<file path="src/rtl/cpu_dbg_pkg.sv">
// Shared types and constants for the CPU debug register-dump logic.
package cpu_dbg_pkg;

  localparam int unsigned REG_ADDR_W   = 5;
  localparam int unsigned DEF_NUM_DUMP = 12;
  localparam int unsigned DEF_DATA_W   = 32;
  localparam int unsigned DEF_CNT_W    = 16;

  typedef enum logic [2:0] {
    IDLE,
    ISSUE,
    LATCH,
    SEND,
    DONE
  } dump_state_e;

endpackage

</file>
<file path="src/rtl/dump_trigger_cnt.sv">
// Saturating cycle counter since reset release; raises auto_fire_c once per reset
// when the count reaches the programmed trigger value.
module dump_trigger_cnt #(
  parameter int unsigned CNT_W = 16
) (
  input  logic             clk_i,
  input  logic             rst_i,
  input  logic             auto_en_i,
  input  logic [CNT_W-1:0] auto_count_i,
  output logic             auto_fire_c
);

  localparam logic [CNT_W-1:0] CNT_MAX = '1;

  logic [CNT_W-1:0] cnt_q;
  logic             fired_q;

  assign auto_fire_c = auto_en_i && !fired_q && (cnt_q == auto_count_i);

  // fired_q latches on any firing, even one the dump FSM drops while busy
  always_ff @(posedge clk_i or negedge rst_i) begin
    if (!rst_i) begin
      cnt_q   <= '0;
      fired_q <= 1'b0;
    end else begin
      if (cnt_q != CNT_MAX) cnt_q <= cnt_q + CNT_W'(1);
      if (auto_fire_c)      fired_q <= 1'b1;
    end
  end

endmodule

</file>
<file path="src/rtl/reg_dump_unit.sv">
// Debug responder: reads registers 0..NUM_DUMP-1 through the register-file debug
// port and streams them out over a valid/ready interface.
module reg_dump_unit
  import cpu_dbg_pkg::*;
#(
  parameter int unsigned NUM_DUMP = DEF_NUM_DUMP,
  parameter int unsigned DATA_W   = DEF_DATA_W,
  parameter int unsigned CNT_W    = DEF_CNT_W
) (
  input  logic                  clk_i,
  input  logic                  rst_i,
  input  logic                  dump_req_i,
  input  logic                  auto_en_i,
  input  logic [CNT_W-1:0]      auto_count_i,
  output logic                  rf_rd_en_o,
  output logic [REG_ADDR_W-1:0] rf_addr_o,
  input  logic [DATA_W-1:0]     rf_data_i,
  output logic                  dout_valid_o,
  input  logic                  dout_ready_i,
  output logic [DATA_W-1:0]     dout_data_o,
  output logic [REG_ADDR_W-1:0] dout_idx_o,
  output logic                  dout_last_o,
  output logic                  busy_o,
  output logic                  done_o
);

  localparam logic [REG_ADDR_W-1:0] LAST_IDX = REG_ADDR_W'(NUM_DUMP - 1);

  dump_state_e           state_q, state_d;
  logic [REG_ADDR_W-1:0] idx_q, idx_d;
  logic [DATA_W-1:0]     data_q, data_d;
  logic                  auto_fire_c;
  logic                  start_c;
  logic                  rd_en_d, valid_d, last_d, busy_d, done_d;
  logic [REG_ADDR_W-1:0] addr_d, out_idx_d;

  dump_trigger_cnt #(
    .CNT_W (CNT_W)
  ) u_trigger (
    .clk_i        (clk_i),
    .rst_i        (rst_i),
    .auto_en_i    (auto_en_i),
    .auto_count_i (auto_count_i),
    .auto_fire_c  (auto_fire_c)
  );

  assign start_c     = dump_req_i | auto_fire_c;
  assign dout_data_o = data_q;

  // Next state, index and data; outputs are decoded from the next state so they
  // come straight out of flops aligned with the state they belong to.
  always_comb begin
    state_d   = state_q;
    idx_d     = idx_q;
    data_d    = data_q;
    rd_en_d   = 1'b0;
    addr_d    = '0;
    valid_d   = 1'b0;
    last_d    = 1'b0;
    busy_d    = 1'b0;
    done_d    = 1'b0;
    out_idx_d = '0;

    case (state_q)
      IDLE: begin
        if (start_c) begin
          idx_d   = '0;
          state_d = ISSUE;
        end
      end
      ISSUE: state_d = LATCH;
      LATCH: begin
        data_d  = rf_data_i;
        state_d = SEND;
      end
      SEND: begin
        if (dout_ready_i) begin
          if (idx_q == LAST_IDX) begin
            state_d = DONE;
          end else begin
            idx_d   = idx_q + REG_ADDR_W'(1);
            state_d = ISSUE;
          end
        end
      end
      DONE:    state_d = IDLE;
      default: state_d = IDLE;
    endcase

    rd_en_d = (state_d == ISSUE);
    addr_d  = rd_en_d ? idx_d : '0;
    valid_d = (state_d == SEND);
    if (valid_d) begin
      out_idx_d = idx_d;
      last_d    = (idx_d == LAST_IDX);
    end
    busy_d = (state_d != IDLE);
    done_d = (state_d == DONE);
  end

  always_ff @(posedge clk_i or negedge rst_i) begin
    if (!rst_i) begin
      state_q      <= IDLE;
      idx_q        <= '0;
      data_q       <= '0;
      rf_rd_en_o   <= 1'b0;
      rf_addr_o    <= '0;
      dout_valid_o <= 1'b0;
      dout_idx_o   <= '0;
      dout_last_o  <= 1'b0;
      busy_o       <= 1'b0;
      done_o       <= 1'b0;
    end else begin
      state_q      <= state_d;
      idx_q        <= idx_d;
      data_q       <= data_d;
      rf_rd_en_o   <= rd_en_d;
      rf_addr_o    <= addr_d;
      dout_valid_o <= valid_d;
      dout_idx_o   <= out_idx_d;
      dout_last_o  <= last_d;
      busy_o       <= busy_d;
      done_o       <= done_d;
    end
  end

endmodule

</file>
<file path="config.mk">
export PLATFORM = sky130hd
export DESIGN_NAME = reg_dump_unit
export DESIGN_NICKNAME = d
export VERILOG_FILES = /design/src/rtl/cpu_dbg_pkg.sv /design/src/rtl/dump_trigger_cnt.sv /design/src/rtl/reg_dump_unit.sv
export SDC_FILE = /design/constraint.sdc
export NUM_CORES = 1
export LEC_CHECK = 0
export CAP_MARGIN = 20
export CORE_UTILIZATION = 43
export CTS_BUF_LIST = sky130_fd_sc_hd__clkbuf_4
export CTS_CLUSTER_DIAMETER = 60
export DETAILED_ROUTE_END_ITERATION = 7
export GPL_ROUTABILITY_DRIVEN = 0
export PLACE_DENSITY = 0.73
export SYNTH_ARGS = -nofsm -noshare
export SYNTH_HDL_FRONTEND = slang
export SYNTH_SLANG_ARGS = --single-unit
</file>
<file path="constraint.sdc">
create_clock -name clk_i -period 2.8 [get_ports clk_i]
set_input_delay 0.28 -clock clk_i [delete_from_list [all_inputs] [get_ports clk_i]]
set_output_delay 0.28 -clock clk_i [all_outputs]
set_load 0.05 [all_outputs]
</file>
# --- Yosys cells after proc, flatten, opt, wreduce, memory -nomap -nowiden ---
# Cells that the tools add are included.
classes:
  addsub: 2
  eq_ne: 10
  muxes: 11
  bitwise_logic: 1
  reduce_logical: 5
op_table:
  columns: ["cell", "n"]
  rows:
  - ["two-way mux 5 bit", 5]
  - ["adder 16 x 1 -> 16 bit, second input constant", 1]
  - ["equality test 16 bit", 1]
  - ["!= test 16 bit, second input constant", 1]
  - ["one-hot mux 3 bit (4 select lines)", 1]
  - ["equality test 5 x 4 -> 1 bit, second input constant", 2]
  - ["one-hot mux 5 bit (2 select lines)", 1]
  - ["equality test 3 x 2 -> 1 bit, second input constant", 3]
  - ["two-way mux 3 bit", 3]
  - ["equality test 3 x 1 -> 1 bit, second input constant", 2]
  - ["adder 5 x 1 -> 5 bit, second input constant", 1]
  - ["equality test 3 bit, second input constant", 1]
  - ["zero test 3 bit", 1]
  - ["nonzero test 3 bit", 1]
  - ["logical AND 1 bit", 2]
  - ["zero test 1 bit", 1]
  - ["two-way mux 1 bit", 1]
  - ["OR 1 bit", 1]
totals:
  reg_bits: 72
  inputBits: 53
  output_inout_bits: 47
  word_cells: 41

# --- Logic depth before layout (Yosys ltp) ---
depth:
  depth_word: 8
  mapped_depth: 7
  mapped_depth_nobuf: 6

# --- Hierarchy ---
# A second synthesis with hierarchy kept.
hier_totals:
  hier_cells: 244
  hier_area_um2: 3113.0
modules_own_cells:
  columns: ["module", "instances", "cells_each", "area_each_um2", "seq_area_each_um2"]
  rows:
  - ["reg_dump_unit", 1, 143, 2100.8, 1376.3]
  - ["dump_trigger_cnt", 1, 101, 1012.2, 425.4]

# --- Least setup slack after synthesis ---
# Ideal clock, no wire load.
synth_path:
  path_type: "flip-flop to flip-flop"
  start: "register u_trigger.cnt_q[0]"
  end: "register u_trigger.cnt_q[8]"
  setup_time_ns: 0.080
  arrival_time_ns: 1.537
  required_ns: 2.720
  slack_ns: 1.183
  stages_incl_launch_ff: 8
  path_buffers: 1
  period_less_slack_ns: 1.617
  cell_sequence: "dfrtp_1 -> ha_1 -> inv_1 -> nor4_4 -> nand3_4 -> buf_6 -> nand4_1 -> xnor2_1"
synth_between:
  elab_chain_len: 1
  elab_cells_between_ends: 2
  classes_between: "1 x add/sub; 1 x eq/ne"
synth_rtl:
  columns: ["item", "line", "source"]
  rows:
  - ["start, declared", "dump_trigger_cnt.sv:15", "logic [CNT_W-1:0] cnt_q;"]
  - ["start signal, assigned", "dump_trigger_cnt.sv:26", "if (cnt_q != CNT_MAX) cnt_q <= cnt_q + CNT_W'(1);"]
  - ["adder 16 x 1 -> 16 bit or != test 16 bit (tied branches)", "dump_trigger_cnt.sv:26", null]
# Several ways; a longest one is shown, not always the timed one.
# A chain may end at the register's enable or synchronous reset.

# --- Worst setup path in the final report ---
layout_path:
  start: "register u_trigger.cnt_q[0]"
  end: "register u_trigger.cnt_q[1]"
# Same word-level chain as after synthesis.

==> impl_metrics.toml <==
[placement]
port_buffers = 99
hpwl_mm = 4.59

[die]
die_height_um = 87.0
floorplan.initialDensity = 0.452
floorplan.die.width_um = 87.0
die_area_um2 = 7570
boundaryPins = 100
core_region_area_um2 = 6870
num_rows = 30

[worst_hold_path]
worstHoldPathType = "primary input to asynchronous set/reset pin"

[yosys]
yosysWarnings = 0
netlist_area_um2 = 3110
synth-edff-count = 0
synth_area_leaders = "dfrtp_1, mux2_2, xnor2_1"
number_of_register_bits_inferred_by_synthesis = 72
ys.flop_type = "dfrtp_1"
netlist_top_cells_count = "dfrtp_1, mux2_2, xnor2_1"
synth_fp_nets = 302
post_synth_inst_count = 247
asyncSetResetFlopFracSynth = 1.00
synth_top_area_cell = "dfrtp_1"
synth_area_per_cell_um2 = 12.6
synth_cell_type_count = 38
synthDominantCellAreaShare = 0.580
synth.yosys.seq_area_share = 0.580
yosys.cell_count.top_type = "dfrtp_1"

[clock_tree]
cts_setup_buffers = 0
worst_setup_hold_path_clk_slew_ns = 0.12
clkSinkCount = 72
cts_tree = "done"
cts-resized-gates = 0
cts.root.buffer_cell = "clkbuf_4"
clk_latency_ns = 0.39
cts.path.max_buffers = 2
cts-buffers-inserted = 9
htree_levels = 3
postCtsHoldBufs = 1

[setup_path]
path_cells = "ha_1, inv_1, nor4_4, nand3_4, mux2_2"
timing.critical_path.from_type = "flop"
crit_type = "flop to flop"
critical-path-top-delay-family = "simple AND/OR/NAND/NOR gates"
critical_path.endpoint_type = "flop"
buf_inv_on_cp = 1
crit_path_max_incr_delay_ns = 0.51
maximum_net_fanout_on_the_critical_path = 13
cpMaxStageDelayCell = "dfrtp_1"
worst_ep_arrival_time_ns = 2.25
required_ns = 3.08

[cells_and_area]
finish.utilization = 0.637
area_delta_synth_final_pct = 40.7
diodes = 0
drive_gt1_frac = 0.168
final_nets = 408

[detailed_routing]
final_antenna_net_count = 0
first_pass_iters = 6
routed_wl_mm = 6.28
detail_route.wirelength.met1_mm = 3.00
wl_met2_mm = 2.74
routed-wl-met3_um = 445
via_count = 2233
avgViaCountPerCell = 4.92
route.detailed.wl_per_inst_um = 13.8
top_layer = "met4"
detail_route.iter0.violations = 63
drc = 0

[global_route]
global_routing_usage_summed_across_all_routing_layers = 0.181
grt_first_pass_wirelength_mm = 10.4
globalRoute.totalOverflow = 0
grt_pass1_vias = 2115
grt_start_max_net_pins = 40
grt_antenna_before_repair = 0

[timing]
rsz0062_at_grt = "false"
setup_tns_ns = 0
report.final.slew_viol_count = 0
fin_crit_sh = 0.701
post-route-min-period_ns = 1.96
max-slew-margin-rel = 0.481
final-hold-violation-count = 0
finalSetupViolCount = 0
maxClockFrequency_mhz = 510
fin_worst_skew_ns = 0.0114
worst_pin_slew_ns = 0.779

[power_and_ir_drop]
power.ir.vdd_worst_mv = 0.524
leakage_power_figure_uw = 0.00180
power_density_nw_per_um2 = 1080

[run]
total_of_max_cap_violations = 0

[outcome]
run_status = "finished clean"
==> worst paths after layout <==
| path | from | to | slack [ns] | cells past startpoint |
|---|---|---|---|---|
| worst max-delay path | u_trigger.cnt_q[0] | u_trigger.cnt_q[1] | 0.84 | 5 |
| worst min-delay path | rst_i | dout_data_o[26] | 0.49 | 2 |
| worst max register to register | u_trigger.cnt_q[0] | u_trigger.cnt_q[1] | 0.84 | 5 |
| worst min register to register | u_trigger.fired_q | u_trigger.fired_q | 0.49 | 1 |
| max in group asynchronous | rst_i | dout_data_o[30] | 1.62 | 3 |
| min in group clk_i | u_trigger.fired_q | u_trigger.fired_q | 0.49 | 1 |
==> flip-flops by register name, summed over array words and instances (netlist names) <==
| signal | flops |
|---|---|
| idx_q | 5 |
| dout_last_o | 1 |
| dout_data_o | 32 |
| u_trigger.cnt_q | 16 |
| dout_idx_o | 5 |
| u_trigger.fired_q | 1 |
| state_q | 3 |
| rf_rd_en_o | 1 |
| dout_valid_o | 1 |
| done_o | 1 |
| busy_o | 1 |
| rf_addr_o | 5 |
==> per-stage QoR <==
step	cells	hold WS [ns]	instance area, um^2	setup WS, ns	total power [uW]
after global placement	437	0.403	4210	0.863	4000
after CTS	454	0.464	4370	0.830	4770
final	454	0.486	4370	0.838	4710
after floorplan	247	-0.0156	3110	1.18	3210
after global routing	454	0.460	4370	0.707	4980
after detailed placement	437	0.407	4210	0.842	4040
==> cell usage in the layout (no fill, tap or decap), types with 3 or more instances in the layout <==
| cell | count |
|---|---|
| clkbuf_4 | 10 |
| o21bai_1 | 3 |
| nor2b_1 | 4 |
| xor2_1 | 3 |
| clkdlybuf4s50_1 | 98 |
| mux2_2 | 34 |
| inv_1 | 3 |
| nor3_1 | 4 |
| dfrtp_1 | 72 |
| nand2_1 | 15 |
| o21ai_0 | 5 |
| nand3_1 | 8 |
| nor2_1 | 11 |
| and3_1 | 9 |
| nand2b_1 | 5 |
| xnor2_1 | 25 |
| a21oi_1 | 6 |
| nand4_1 | 10 |
==> worst reg2reg max path: cells and delay by family, from the launching register on <==
kind / cells / cell delay [ns]
and+or+nand+nor: 2 / 0.65
DFF: 1 / 0.51
muxes: 1 / 0.32
adders and majority gates: 1 / 0.26
buffers and inverters: 1 / 0.11
==> power by group <==
part	total [uW]	internal, uW	switching [uW]
combinational	2420	929	1490
clock	716	370	346
sequential	1580	1380	200
==> metal layers <==
metal	vias up	track usage
met4	0	0.0773
met5	-	0
met3	9	0.0427
met2	82	0.261
met1	1056	0.262
li1	1086	-
==> cell families after synthesis <==
group	count (synthesis)	synth area share
adder cells (fa/ha/maj)	2	0.00805
AND/OR/NAND/NOR	79	0.149
XOR/XNOR	28	0.0789
AO/OA/AOI/OAI	22	0.0451
flip-flops	72	0.580
multiplexers	34	0.123
buffers and inverters	10	0.0161
==> layout make-up <==
type | count | area [um^2]
well taps | 96 | 120
repair buffers | 102 | 1020
flip-flops and latches | 72 | 1800
clock inverters | 6 | 82.6
fillers | 574 | 2500
multi-input cells | 165 | 1260
inverters | 3 | 11.3
clock buffers | 10 | 75.1
Power figures use the tool's default switching activity.
